## src/rtl/lms_weight_update_ctrl.sv

```systemverilog
// LMS weight-update sequencer: walks every array element, feeds (x[k], e, mu)
// to one shared update unit and accumulates the returned update into the
// local weight file with 18-bit saturation on I and Q independently.
module lms_weight_update_ctrl #(
  parameter int NUM_ELEM = 4,
  parameter int AW       = 2
) (
  input  logic          clk,
  input  logic          rst_n,
  input  logic          cfg_mu_we,
  input  logic [17:0]   cfg_mu,
  input  logic          clr_w,
  input  logic          start,
  input  logic [17:0]   err_i,
  input  logic [17:0]   err_q,
  output logic [AW-1:0] x_addr,
  input  logic [17:0]   x_i,
  input  logic [17:0]   x_q,
  output logic [17:0]   upd_xi,
  output logic [17:0]   upd_xq,
  output logic [17:0]   upd_ei,
  output logic [17:0]   upd_eq,
  output logic [17:0]   upd_mu,
  input  logic [17:0]   upd_i,
  input  logic [17:0]   upd_q,
  input  logic [AW-1:0] w_rd_addr,
  output logic [17:0]   w_rd_i,
  output logic [17:0]   w_rd_q,
  output logic          busy,
  output logic          done
);

  typedef enum logic [2:0] {
    IDLE  = 3'd0,
    FETCH = 3'd1,
    CAPT  = 3'd2,
    ACCUM = 3'd3,
    DONE  = 3'd4
  } state_t;

  localparam logic [AW-1:0] LAST = AW'(NUM_ELEM - 1);

  state_t        state;
  state_t        state_nxt;
  logic [AW-1:0] k;
  logic [17:0]   mu_shadow;
  logic [17:0]   mu_act;
  logic [17:0]   e_i_r;
  logic [17:0]   e_q_r;
  logic [17:0]   x_i_r;
  logic [17:0]   x_q_r;
  logic [17:0]   w_i [NUM_ELEM];
  logic [17:0]   w_q [NUM_ELEM];
  logic          start_acc;

  // Signed 18-bit add clamped to [-131072, 131071]; overflow shows as the
  // two top bits of the 19-bit sum disagreeing.
  function automatic logic [17:0] sat18(input logic [17:0] a, input logic [17:0] b);
    logic [18:0] s;
    s = {a[17], a} + {b[17], b};
    if (s[18] != s[17]) begin
      return s[18] ? 18'h20000 : 18'h1FFFF;
    end
    return s[17:0];
  endfunction

  assign start_acc = (state == IDLE) && start;

  // State register
  always_ff @(posedge clk or negedge rst_n) begin
    if (!rst_n) state <= IDLE;
    else        state <= state_nxt;
  end

  // Next-state and status outputs
  always_comb begin
    state_nxt = state;
    busy      = 1'b1;
    done      = 1'b0;
    case (state)
      IDLE: begin
        busy = 1'b0;
        if (start) state_nxt = FETCH;
      end
      FETCH: state_nxt = CAPT;
      CAPT:  state_nxt = ACCUM;
      ACCUM: state_nxt = (k == LAST) ? DONE : FETCH;
      DONE: begin
        done      = 1'b1;
        state_nxt = IDLE;
      end
      default: begin
        busy      = 1'b0;
        state_nxt = IDLE;
      end
    endcase
  end

  // mu shadow is writable at any time; it only reaches the unit on a start
  always_ff @(posedge clk or negedge rst_n) begin
    if (!rst_n)         mu_shadow <= '0;
    else if (cfg_mu_we) mu_shadow <= cfg_mu;
  end

  // Per-pass operands and element index
  always_ff @(posedge clk or negedge rst_n) begin
    if (!rst_n) begin
      k      <= '0;
      mu_act <= '0;
      e_i_r  <= '0;
      e_q_r  <= '0;
      x_i_r  <= '0;
      x_q_r  <= '0;
    end else begin
      if (start_acc) begin
        k      <= '0;
        mu_act <= mu_shadow;
        e_i_r  <= err_i;
        e_q_r  <= err_q;
      end
      if (state == CAPT) begin
        x_i_r <= x_i;
        x_q_r <= x_q;
      end
      if (state == ACCUM && k != LAST) k <= k + 1'b1;
    end
  end

  // Weight file: clear in IDLE (start wins), saturating accumulate in ACCUM
  always_ff @(posedge clk or negedge rst_n) begin
    if (!rst_n) begin
      for (int j = 0; j < NUM_ELEM; j++) begin
        w_i[j] <= '0;
        w_q[j] <= '0;
      end
    end else if (state == IDLE && clr_w && !start) begin
      for (int j = 0; j < NUM_ELEM; j++) begin
        w_i[j] <= '0;
        w_q[j] <= '0;
      end
    end else if (state == ACCUM) begin
      w_i[k] <= sat18(w_i[k], upd_i);
      w_q[k] <= sat18(w_q[k], upd_q);
    end
  end

  // k is only reloaded on start and stays put after the last element,
  // so it is exactly the address the sample buffer should see.
  assign x_addr = k;
  assign upd_xi = x_i_r;
  assign upd_xq = x_q_r;
  assign upd_ei = e_i_r;
  assign upd_eq = e_q_r;
  assign upd_mu = mu_act;
  assign w_rd_i = w_i[w_rd_addr];
  assign w_rd_q = w_q[w_rd_addr];

endmodule

```

## config.mk

```make
export PLATFORM = sky130hd
export DESIGN_NAME = lms_weight_update_ctrl
export DESIGN_NICKNAME = d
export VERILOG_FILES = /design/src/rtl/lms_weight_update_ctrl.sv
export SDC_FILE = /design/constraint.sdc
export NUM_CORES = 1
export LEC_CHECK = 0
export CAP_MARGIN = 20
export CORE_ASPECT_RATIO = 0.9
export CORE_MARGIN = 2
export CORE_UTILIZATION = 53
export DETAILED_ROUTE_END_ITERATION = 10
export GPL_TIMING_DRIVEN = 0
export PLACE_DENSITY = 0.82
export REMOVE_ABC_BUFFERS = 1
export SLEW_MARGIN = 15
export SYNTH_ARGS = -nofsm -noshare
export SYNTH_HDL_FRONTEND = slang
export SYNTH_SLANG_ARGS = --single-unit
```

## constraint.sdc

```tcl
create_clock -name clk -period 4.8 [get_ports clk]
set_clock_uncertainty 0.1 [all_clocks]
set_input_delay 0.72 -clock clk [delete_from_list [all_inputs] [get_ports clk]]
set_output_delay 0.72 -clock clk [all_outputs]
set_load 0.01 [all_outputs]
```

Word level (Yosys, flattened, before mapping). Cells that the tools add are included.

$add $sub $neg: 3. $lt $le $gt $ge: 3. Equal/unequal tests: 9. Multiplexer cells: 43. Bitwise logic cells: 2. Reduce and logical (&&, ||, !) cells: 10.

Operator list (number): two-way mux 18 bit (19); two-way mux 72 bit (4); binary-select mux 18 bit (select 2 bit) (4); bitwise mux 72 bit (2); adder 18 x 18 -> 19 bit (2); demux 18 bit (select 2 bit) (1); case mux 3 bit (4 select lines) (1); two-way mux 1 bit (8); equality test 3 x 2 -> 1 bit (second input constant) (2); greater-or-equal comparator 3 bit (second input constant) (2); two-way mux 3 bit (2); NOT 2 -> 3 bit (2); logical AND 1 bit (5); two-way mux 2 bit (2); != test 2 bit (second input constant) (2); nonzero test 2 bit (2); OR reduction 4 bit (1); equality test 3 x 1 -> 1 bit (second input constant) (1); equality test 3 bit (second input constant) (1); zero test 3 bit (1); less-than comparator 3 x 1 -> 1 bit (second input constant) (1); adder 2 x 1 -> 2 bit (second input constant) (1); equality test 2 bit (second input constant) (1); != test 1 bit (2); zero test 1 bit (1).

Bits in registers: 257. Word-level logic and storage cells: 86.

Longest topological paths before layout.
Depth in word-level cells: 15. Depth in mapped cells: 15. Depth with buffers taken out: 11.

Least setup slack after synthesis. OpenSTA, ideal clock, no wires.

Path kind: register to register. Start: reg k[0], in the netlist x_addr[0]. End: reg w_q[36] in the netlist's numbering. Library setup time: 121 ps. Arrival time: 4232 ps. Data required time: 4579 ps. Path slack: 347 ps. Cell stages (with the launch flop): 13. Path buffers: 3. Clock period less this slack: 4453 ps. Cells stage by stage: dfrtp_1 > clkbuf_1 > buf_1 > mux4_2 > ha_1 > a21oi_2 > nand2_2 > or4b_1 > a211o_1 > and3_1 > buf_6 > maj3_2 > a22o_1.

Longest elaborated chain between the ends: 15.

Ends and longest elaborated chain: start, declared (RTL line 45) `logic [AW-1:0] k;`; start signal, assigned (RTL line 125) `if (state == ACCUM && k != LAST) k <= k + 1'b1;`; NOT 2 -> 3 bit (not written as such) * (RTL line 143) `w_q[k] <= sat18(w_q[k], upd_q);`; binary-select mux 18 bit (select 2 bit) (RTL line 143); two-way mux 18 bit (not written as such) (2 in a row) (RTL line 143); adder 18 x 18 -> 19 bit (RTL line 60) `s = {a[17], a} + {b[17], b};`; != test 1 bit (RTL line 61) `if (s[18] != s[17]) begin`; two-way mux 1 bit (RTL line 61); two-way mux 1 bit (RTL line 141) `end else if (state == ACCUM) begin`; two-way mux 1 bit (RTL line 136) `end else if (state == IDLE && clr_w && !start) begin`; two-way mux 18 bit (RTL line 64) `return s[17:0];`; two-way mux 18 bit (RTL line 141); two-way mux 18 bit (RTL line 136); bitwise mux 72 bit * (RTL line 143); two-way mux 72 bit * (RTL line 141); two-way mux 72 bit * (RTL line 136); end signal, assigned by index (RTL line 143); end, declared (RTL line 53) `logic [17:0] w_q [NUM_ELEM];`.

Mark *: on every way between the ends. The rest lies on a longest branch, timed or not. The select of a mux whose other input is x is not followed. A chain may end at the register's enable or synchronous reset.

Worst setup path in the final report.
Start: reg k[0], in the netlist x_addr[0]. End: reg w_q[16] in the netlist's numbering.

Same word-level chain as after synthesis.

==> flow_summary.yaml <==
power_and_ir_drop:
  switching_share_pct: 41.99
  share_comb_of_total_power_pct: 57.1
  p_switching_uw: 5723
  p_int_uw: 7907
  leakagePower_uw: 0.007391
  power_frac_seq_pct: 27.5
  power_frac_clock_pct: 15.5
  power_density_mw_per_mm2: 780.2
  ir_drop_mv: 0.4656
logic_synthesis:
  synth_common_cells: "257 x dfrtp_1, 131 x nand2_1, 109 x mux2_2, 109 x o21ai_0, 72 x mux4_2"
  ys_async_sr_fraction_pct: 100.0
  synth_top_area_cell: "dfrtp_1"
  avgSynthCellArea_um2: 11.96
  yosys.area_share.simple_pct: 7.874
  ys_seq_area_share_pct: 48.07
  synth_top_area_share_pct: 48.07
  synth_top_family_by_area: "multiplexers"
  synth_edf_count: 0
  syn_inst: 1119
  synth_compound_area_share_pct: 13.86
  yosysMostFrequentCell: "dfrtp_1"
  yosys_warnings: 0
  synthTopCellsByArea: "dfrtp_1 48%, mux4_2 12%, mux2_2 9.2%, o21ai_0 4.1%, ha_1 3.7%"
  synth_mux_area_share_pct: 21.29
  post_synth_num_cell_types: 65
  synth-seq-cells: 257
  yosys.area_share.xor_xnor_pct: 1.637
  ys.flop_type: "dfrtp_1"
  synth_adder_area_share_pct: 4.685
  syn_area_mm2: 0.01338
sta:
  fin_crit_sh_pct: 95.51
  final_hold_viol_count: 0
  rsz0062_at_grt: "false"
  slew_headroom_pct: 38.77
  final_max_slew_viol_count: 0
  setup_viol: 0
  fin_hold_ws_ps: 50.48
  tightestPinTransition_ps: 916.3
  max_freq_mhz: 218.1
  min_period_ps: 4585
clock_network:
  path_clk_slew_ps: 60
  clock_latency_ps: 540
  root_buffer: "clkbuf_16"
  clock_path_buffers: 3
  cts_buffers: 27
  cts_tree: "yes"
  post_cts_buffers: 0
  cts-htree-levels: 1
  clock_sinks: 257
worst_setup_path:
  cp_slowest_cell: "o21ai_1"
  crit_path_end_kind: "register"
  cp.arrival_ps: 4870
  path_cells: "buf_16 -> mux4_2 -> ha_1 -> a21oi_2 -> nand2_2 -> or4b_1 -> a211o_1 -> and3_1 -> o21ai_1 -> o21ai_0"
  crit_path_start_kind: "register"
  cp_slowest_stage_delay_ps: 740
  path_buf_inv: 1
  crit_type: "reg -> reg"
  worst-path-max-fanout: 29
  worstPathRequired_ps: 5080
  crit_family: "compound AO/OA/AOI/OAI gates"
finish:
  area.sequential_mm2: 0.006436
  antennaDiodeCount: 0
  areaGrowthSynthToFinish_pct: 30.57
  drive_gt1_share_pct: 20.59
  fillers: 1769
  final_nets: 1539
  multi_input_area_mm2: 0.006696
  design_area_mm2: 0.01747
detailed_routing:
  avgRoutedWirePerCell_um: 22.26
  ant_nets: 0
  first_iter_violations: 767
  vias_per_cell: 6.173
  dr.pass1.iters: 5
  dr_total_vias: 10660
  drc: 0
  drt-total-wl_um: 38420
floorplan:
  die_area_mm2: 0.02653
  rows: 55
  ios: 263
  fp.dieH_um: 154.7
  die_w_um: 171.5
  core_mm2: 0.02498
  start_util_pct: 53.56
global_routing:
  antenna_found_initial: 0
  grt_overflow: 0
  grt_pass1_wl_um: 60190
  grt_max_degree: 104
  first_global_vias: 11120
  grt.total_usage_pct: 29.24
placed_design:
  io_buffers: 262
  gp_congestion: 0.9318
  dp_hpwl_um: 26170
  dpl_cell_area_mm2: 0.01653
outcome:
  status: "complete, no violations"
hold_path:
  hp-class: "in -> async"
flow_run:
  cap_violations: 0
[state kept, by name (all words and copies together) (netlist names)]
name       count
x_addr         2
w_i           72
upd_xq        18
mu_shadow     18
state          3
upd_ei        18
upd_mu        18
upd_eq        18
w_q           72
upd_xi        18
[routing by layer]
layer	track usage (%)	wire (um)
met5	0	0
met4	10.90	1378
met3	7.753	3277
met2	47.52	18640
met1	37.83	15130
[final cells by class]
cell class,instances,share of cell area (%)
Multi-Input combinational cell,778,38.33
Sequential cell,257,36.84
Timing Repair Buffer,282,16.88
Clock buffer,41,4.570
Tap cell,342,2.449
Clock inverter,8,0.5372
Inverter,18,0.3868
[cell usage in the layout, fill, tap and decap left out, types with 5 or more instances in the layout]
cell type	count
nand2_1	131
nand3_1	10
o21ai_1	5
nor2_4	5
a31oi_1	6
buf_16	6
inv_1	18
xnor2_1	13
and3_1	11
and2_1	9
nand4_1	5
maj3_2	5
nor3_1	10
a21oi_2	8
clkbuf_8	7
nor2_1	34
ha_1	40
dfrtp_1	255
mux2_2	109
xor2_1	12
clkinv_2	5
buf_12	5
clkbuf_1	7
a21oi_1	44
o31ai_1	16
o21ai_0	109
a21o_1	10
mux4_2	72
buf_4	6
clkdlybuf4s50_1	259
a211oi_1	5
clkbuf_16	27
a22o_1	39
[worst paths after layout]
check	slack (ps)	cells past startpoint	from	end
min in group clk	400	1	mu_shadow[13]$_DFFE_PN0P_	upd_mu[13]$_DFFE_PN0P_
max in group asynchronous	3600	2	rst_n	w_q[26]$_DFFE_PN0P_
hold reg to reg	400	1	mu_shadow[13]$_DFFE_PN0P_	upd_mu[13]$_DFFE_PN0P_
setup reg to reg	220	10	x_addr[0]$_DFFE_PN0P_	w_q[16]$_DFFE_PN0P_
setup / recovery	220	10	x_addr[0]$_DFFE_PN0P_	w_q[16]$_DFFE_PN0P_
hold / removal	50	1	rst_n	upd_xq[17]$_DFFE_PN0P_
[power by group through the flow]
stage	logic, uW	registers [uW]	clock network, uW
floorplan	4570	3820	0
global placement	7160	3770	0
detailed placement	7570	3740	0
CTS	7710	3730	2140
global route	8390	3850	2230
finish	7780	3740	2110
[repair_timing]
item / in CTS / in global routing
hold buffers: 0 / 0
gates resized for setup: 5 / 2
pin swaps: 0 / 0
hold endpoints to repair: 0 / 0
setup endpoints to repair: 64 / 4
[worst reg2reg max path, cell delays in order, from the launching register on]
cell	delay (ps)
dfrtp_4	590
buf_16	300
mux4_2	560
ha_1	390
a21oi_2	180
nand2_2	100
or4b_1	560
a211o_1	290
and3_1	440
o21ai_1	740
o21ai_0	180
[logic make-up (layout without fill, tap and decap cells)]
family	count (synthesis)	count (layout)
AO/OA/AOI/OAI	284	284
XOR/XNOR	25	25
adder cells (fa/ha/maj)	50	50
buffers and inverters	84	349
flip-flops	257	257
multiplexers	181	181
AND/OR/NAND/NOR	238	238
[per-stage QoR]
step | total power, uW | util, % | std cells | worst slack [ps] | setup TNS, ps
floorplan | 8391 | - | 1053 | -2508 | -144690
global placement | 10930 | 64.66 | 1657 | -7959 | -2599950
detailed placement | 11310 | 66.19 | 1677 | -338.1 | -16220
CTS | 13580 | 69.89 | 1726 | 179.8 | 0
global route | 14470 | 69.93 | 1726 | 10.73 | 0
finish | 13630 | 69.93 | 1726 | 215.4 | 0
No activity file was read; power rests on OpenSTA's default activity.
